**config.mk**
```make
export PLATFORM = sky130hd
export DESIGN_NAME = regfile_ctrl
export DESIGN_NICKNAME = d
export VERILOG_FILES = /design/src/rtl/regfile_ctrl.sv
export SDC_FILE = /design/constraint.sdc
export NUM_CORES = 1
export LEC_CHECK = 0
export ABC_AREA = 0
export CAP_MARGIN = 20
export CORE_MARGIN = 2
export CORE_UTILIZATION = 40
export DETAILED_ROUTE_END_ITERATION = 16
export PLACE_DENSITY = 0.77
export SYNTH_ARGS = -nofsm -noshare
export SYNTH_HDL_FRONTEND = slang
export SYNTH_SLANG_ARGS = --single-unit
```
**constraint.sdc**
```tcl
create_clock -name clk -period 7.54 [get_ports clk]
set_input_delay 2.262 -clock clk [delete_from_list [all_inputs] [get_ports clk]]
set_output_delay 2.262 -clock clk [all_outputs]
set_load 0.01 [all_outputs]
```
**src/rtl/regfile_ctrl.sv**
```systemverilog
// 32x32 register-file controller over a dual-port RAM: power-up clear, two-port
// reads with one-entry write buffer and forwarding, x0 hard-wired to zero.
module regfile_ctrl #(
  parameter logic BANK         = 1'b0,
  parameter int   CLR_ON_RESET = 1
) (
  input  logic        clk,
  input  logic        rst_n,
  output logic        rf_ready,
  input  logic        rd_req,
  input  logic [4:0]  rs1_adr,
  input  logic [4:0]  rs2_adr,
  output logic        rd_valid,
  output logic [31:0] rs1_dat,
  output logic [31:0] rs2_dat,
  input  logic        wr_en,
  input  logic [4:0]  wr_adr,
  input  logic [31:0] wr_dat,
  output logic        wr_rdy,
  output logic [5:0]  ram_ada,
  output logic [5:0]  ram_adb,
  output logic [31:0] ram_dina,
  output logic [31:0] ram_dinb,
  output logic        ram_cea,
  output logic        ram_ceb,
  output logic        ram_wrea,
  output logic        ram_wreb,
  output logic        ram_ocea,
  output logic        ram_oceb,
  input  logic [31:0] ram_douta,
  input  logic [31:0] ram_doutb
);

  typedef enum logic {S_CLEAR = 1'b0, S_IDLE = 1'b1} state_t;
  localparam state_t RST_STATE = (CLR_ON_RESET != 0) ? S_CLEAR : S_IDLE;

  state_t      state_q, state_d;
  logic [4:0]  clr_cnt_q, clr_cnt_d;
  logic        wb_v_q, wb_v_d;
  logic [4:0]  wb_adr_q, wb_adr_d;
  logic [31:0] wb_dat_q, wb_dat_d;
  logic        rd_valid_q, rd_valid_d;
  logic        fwd1_q, fwd1_d, fwd2_q, fwd2_d;
  logic        zero1_q, zero1_d, zero2_q, zero2_d;
  logic [31:0] rs1_hold_q, rs1_hold_d, rs2_hold_q, rs2_hold_d;

  logic        idle_s, wr_keep_s;
  logic        a_ce_s, a_we_s, b_ce_s;
  logic [4:0]  a_idx_s;
  logic [31:0] a_din_s;
  logic [31:0] rs1_new_s, rs2_new_s;

  assign idle_s    = (state_q == S_IDLE);
  assign wr_rdy    = idle_s & ~(rd_req & wb_v_q);
  assign wr_keep_s = wr_en & wr_rdy & (wr_adr != 5'd0);

  always_ff @(posedge clk or negedge rst_n) begin
    if (!rst_n) state_q <= RST_STATE;
    else        state_q <= state_d;
  end

  always_comb begin
    state_d = state_q;
    case (state_q)
      S_CLEAR: if (clr_cnt_q == 5'd31) state_d = S_IDLE; else state_d = S_CLEAR;
      S_IDLE:  state_d = S_IDLE;
      default: state_d = RST_STATE;
    endcase
  end

  // Port A arbitration: read launch beats buffer drain beats direct write.
  always_comb begin
    a_idx_s = rs1_adr;
    a_din_s = 32'd0;
    a_ce_s  = 1'b0;
    a_we_s  = 1'b0;
    b_ce_s  = 1'b0;
    case (state_q)
      S_CLEAR: begin
        a_idx_s = clr_cnt_q;
        a_ce_s  = 1'b1;
        a_we_s  = 1'b1;
      end
      S_IDLE: begin
        if (rd_req) begin
          a_ce_s = 1'b1;
          b_ce_s = 1'b1;
        end else if (wb_v_q) begin
          a_idx_s = wb_adr_q;
          a_din_s = wb_dat_q;
          a_ce_s  = 1'b1;
          a_we_s  = 1'b1;
        end else if (wr_keep_s) begin
          a_idx_s = wr_adr;
          a_din_s = wr_dat;
          a_ce_s  = 1'b1;
          a_we_s  = 1'b1;
        end else begin
          a_ce_s = 1'b0;
        end
      end
      default: a_ce_s = 1'b0;
    endcase
  end

  // Enables are forced low while reset is held so nothing reaches the RAM.
  assign rf_ready = idle_s;
  assign ram_ada  = {BANK, a_idx_s};
  assign ram_adb  = {BANK, rs2_adr};
  assign ram_dina = a_din_s;
  assign ram_dinb = 32'd0;
  assign ram_cea  = rst_n & a_ce_s;
  assign ram_ceb  = rst_n & b_ce_s;
  assign ram_wrea = rst_n & a_we_s;
  assign ram_wreb = 1'b0;
  assign ram_ocea = 1'b1;
  assign ram_oceb = 1'b1;

  assign rs1_new_s = zero1_q ? 32'd0 : (fwd1_q ? wb_dat_q : ram_douta);
  assign rs2_new_s = zero2_q ? 32'd0 : (fwd2_q ? wb_dat_q : ram_doutb);
  assign rd_valid  = rd_valid_q;
  assign rs1_dat   = rd_valid_q ? rs1_new_s : rs1_hold_q;
  assign rs2_dat   = rd_valid_q ? rs2_new_s : rs2_hold_q;

  always_comb begin
    clr_cnt_d  = (state_q == S_CLEAR) ? clr_cnt_q + 5'd1 : clr_cnt_q;
    wb_v_d     = wb_v_q;
    wb_adr_d   = wb_adr_q;
    wb_dat_d   = wb_dat_q;
    if (idle_s && rd_req) begin
      if (!wb_v_q && wr_keep_s) begin
        wb_v_d   = 1'b1;
        wb_adr_d = wr_adr;
        wb_dat_d = wr_dat;
      end else begin
        wb_v_d = wb_v_q;
      end
    end else if (idle_s && wb_v_q) begin
      // Buffer drains this cycle; a concurrent write refills it.
      wb_v_d = wr_keep_s;
      if (wr_keep_s) begin
        wb_adr_d = wr_adr;
        wb_dat_d = wr_dat;
      end else begin
        wb_adr_d = wb_adr_q;
      end
    end else begin
      wb_v_d = wb_v_q;
    end
    rd_valid_d = idle_s & rd_req;
    fwd1_d     = wb_v_q & (wb_adr_q == rs1_adr);
    fwd2_d     = wb_v_q & (wb_adr_q == rs2_adr);
    zero1_d    = (rs1_adr == 5'd0);
    zero2_d    = (rs2_adr == 5'd0);
    rs1_hold_d = rd_valid_q ? rs1_new_s : rs1_hold_q;
    rs2_hold_d = rd_valid_q ? rs2_new_s : rs2_hold_q;
  end

  always_ff @(posedge clk or negedge rst_n) begin
    if (!rst_n) begin
      clr_cnt_q  <= 5'd0;
      wb_v_q     <= 1'b0;
      wb_adr_q   <= 5'd0;
      wb_dat_q   <= 32'd0;
      rd_valid_q <= 1'b0;
      fwd1_q     <= 1'b0;
      fwd2_q     <= 1'b0;
      zero1_q    <= 1'b0;
      zero2_q    <= 1'b0;
      rs1_hold_q <= 32'd0;
      rs2_hold_q <= 32'd0;
    end else begin
      clr_cnt_q  <= clr_cnt_d;
      wb_v_q     <= wb_v_d;
      wb_adr_q   <= wb_adr_d;
      wb_dat_q   <= wb_dat_d;
      rd_valid_q <= rd_valid_d;
      fwd1_q     <= fwd1_d;
      fwd2_q     <= fwd2_d;
      zero1_q    <= zero1_d;
      zero2_q    <= zero2_d;
      rs1_hold_q <= rs1_hold_d;
      rs2_hold_q <= rs2_hold_d;
    end
  end

endmodule

```
==> flow_summary_export.csv <==
group,metric,value,unit
run_status,run_status,"complete, no violations",
clock_tree,root_buffer_cell,"clkbuf_16",
worst_setup_path,worstReg2RegStart,"wb_v_q",
synth,synth-adder-area-share,0.00421,
sta,final_period_demand_of_the_worst_path,6.63,ns
flow_run,drv.max_cap_violation_count,0,
detailed_routing,drtAntennaViolNets,0,
floorplan,floorplan.initialDensity,0.409,
synth,yosysUniqueCellTypes,40,
worst_setup_path,r2r.worst_path.cells,4,
synth,synth_area_per_cell,11.0,sq um
sta,fmax,0.151,GHz
pwr,vdd_ir_max,0.146,mV
synth,cell_count_after_synthesis,539,
global_route,maximum_number_of_pins_on_one_net_before_global_route_repair,59,
worst_setup_path,critPathCapture,"ram_ada[2]",
worst_setup_path,endpoint_kind,"primary output",
synth,synth_seq_area_share,0.476,
worst_setup_path,path_max_fanout,7,
synth,synth_simple_gate_area_share,0.0350,
synth,muxShareOfSynthArea,0.182,
sta,slew_at_the_pin_closest_to_its_max_slew_limit,1.07,ns
clock_tree,post_cts_gate_resize_count,0,
clock_tree,cts_tree,"done",
sta,hold_viol,0,
clock_tree,cts_hold_buffers,0,
pwr,p_per_area,249,nW/um^2
floorplan,row_count,44,
sta,final_worst_path_period_share,0.879,
synth,synth_xor_area_frac,0.0206,
detailed_routing,route.vias.total,4889,
finish,final_cell_mix,"clkdlybuf4s50_1, dfrtp_1, inv_1",
detailed_routing,post-route-drc-count,0,
global_route,grt_pass1_wl,26800,um
hold_path,hp-class,"flop to flop",
finish,finish.net_count,868,
placement,detailedPlacementHpwl,12000,um
placement,buffer_ports.inserted,226,
detailed_routing,vias_per_cell,5.16,
worst_setup_path,timing.critical_path.required,5.28,ns
worst_setup_path,r2r_setup_slack,4.86,ns
worst_setup_path,worstReg2RegEnd,"wb_adr_q[3]",
clock_tree,path_clk_slew,0.05,ns
clock_tree,numCtsBuffers,17,
pwr,total_leakage_power,3.70,nW
synth,synth-compound-area-share,0.150,
detailed_routing,totalWireLength,17000,um
hold_path,worst_hold_startpoint,"clr_cnt_q[3]",
clock_tree,post-cts-setup-buffer-count,0,
global_route,grt_overflow_total,0,
global_route,global_route.usage.total,0.216,
placement,post-place-ws,0.907,ns
synth,number_of_warnings_issued_by_yosys,0,
clock_tree,worst_skew_pair.late_latency,0.41,ns
sta,final.setup.tns,0,ns
global_route,antenna_found_initial,0,
finish,layout_commonest_cell,"clkdlybuf4s50_1",
synth,netlist_area,5940,sq um
clock_tree,htreeDepth,4,
finish,layout.core_utilization,0.603,
sta,finalSetupViolCount,0,
worst_setup_path,startpoint,"wr_adr[0]",
worst_setup_path,crit_type,"primary input to primary output",
placement,routabilityCongestion,0.826,
floorplan,boundaryPins,264,
sta,drv_slew,0,
floorplan,die_w,126,um
worst_setup_path,worstPathArrival,4.37,ns
detailed_routing,drt_pre_antenna_iters,4,
synth,dominant_combinational_cell_family_by_area_after_synthesis,"multiplexers",
floorplan,core-area,14500,sq um
sta,relSlewSlack,0.289,
finish,n_antenna_cell,0,
floorplan,die_area,15800,sq um
detailed_routing,wl_per_cell,17.9,um
sta,setup_repair_after_global_routing_missed_its_margin,"no",
worst_setup_path,sort_of_element_at_the_start_of_the_critical_path,"primary input",
finish,syn2layout_area_growth,47.6,%
global_route,via_count_of_the_first_global_routing_pass,4956,
synth,synthesized_flop_and_latch_total,113,
detailed_routing,detailedRoute.firstIterationViolations,277,
clock_tree,clock_sink_count,113,
floorplan,fp.dieH,126,um
sta,worst_case_clock_skew,0.0101,ns
finish,drive_above_1_share,0.113,
clock_tree,clock_path_buffers,2,
sta,timing.final.ws_setup,0.910,ns
pwr,design_power_total,2.18,mW
[stage by stage]
step	std cells	area [sq um]	hold WS [ns]
after detailed placement	916	8140	0.478
after CTS	948	8770	0.489
after global routing	948	8770	0.507
after floorplan	574	6070	0.451
final	948	8770	0.484
after global placement	916	8140	0.473
[kinds of logic after synthesis]
logic type | after synthesis
XOR/XNOR | 14
flip-flops | 113
adder cells (fa/ha/maj) | 2
buffers and inverters | 150
AND/OR/NAND/NOR | 34
AO/OA/AOI/OAI | 121
other | 2
multiplexers | 103
[critical path: stages]
cell             delay [ns]
clkdlybuf4s50_1        0.46
nor3_2                 0.51
a21o_1                 0.32
a311o_1                0.25
clkdlybuf4s50_1        0.56
[worst min-delay path by stage]
stage                     cells after the start            to  slack [ns]
after floorplan                               1  clr_cnt_q[3]        0.45
after global placement                        1  clr_cnt_q[3]        0.47
after detailed placement                      1  clr_cnt_q[3]        0.48
after CTS                                     1  clr_cnt_q[3]        0.49
after global routing                          1  clr_cnt_q[3]        0.51
final                                         1  clr_cnt_q[3]        0.48
[cells in the mapped netlist, drive strengths merged]
library cell,count,area [sq um]
a21oi,8,40.0
nor4,2,12.5
nand4b,1,8.76
mux2,39,439
and3,4,25.0
nor2,4,15.0
o21a,1,7.51
o22ai,64,400
a221oi,5,43.8
nand4,1,6.26
a21o,2,15.0
nand3b,4,30.0
nor3b,1,7.51
a311o,5,50.1
nand2b,2,12.5
xor2,8,70.1
a211oi,2,40.0
o21ai,1,5.00
ha,2,25.0
xnor2,6,52.6
or4,1,7.51
mux2i,64,641
dfrtp,113,2830
a22o,32,280
o211ai,1,7.51
buf,57,432
nor3,1,10.0
inv,72,270
or3b,1,11.3
nand3,1,5.00
or2,1,6.26
clkbuf,21,78.8
nand2,5,18.8
conb,2,7.51
nor2b,5,31.3
[final cells by class]
type | instances | area, sq um
clock buffers | 22 | 474
clock inverters | 10 | 158
fillers | 1176 | 5760
inverters | 72 | 270
multi-input cells | 311 | 2470
flip-flops and latches | 113 | 2830
well taps | 184 | 230
repair buffers | 236 | 2330
[state kept, by name, indices dropped and copies added, names as in the netlist]
register	flops
wb_dat_q	32
fwd2_q	1
clr_cnt_q	5
rs2_hold_q	32
zero1_q	1
rs1_hold_q	32
rd_valid	1
rf_ready	1
zero2_q	1
fwd1_q	1
wb_adr_q	5
wb_v_q	1
[power breakdown]
group	total (mW)	leakage (nW)	internal, mW	switching, mW
Sequential	0.804	1.37	0.703	0.100
Clock	0.851	0.302	0.577	0.275
Combinational	0.525	2.03	0.308	0.218
[layer usage]
layer,vias up,GRT usage,share of wire
met4,0,0.0853,0.020
met5,-,0,0
li1,2265,-,-
met3,28,0.0590,0.070
met2,234,0.352,0.49
met1,2362,0.274,0.42
(Power assumes the default switching activity.)
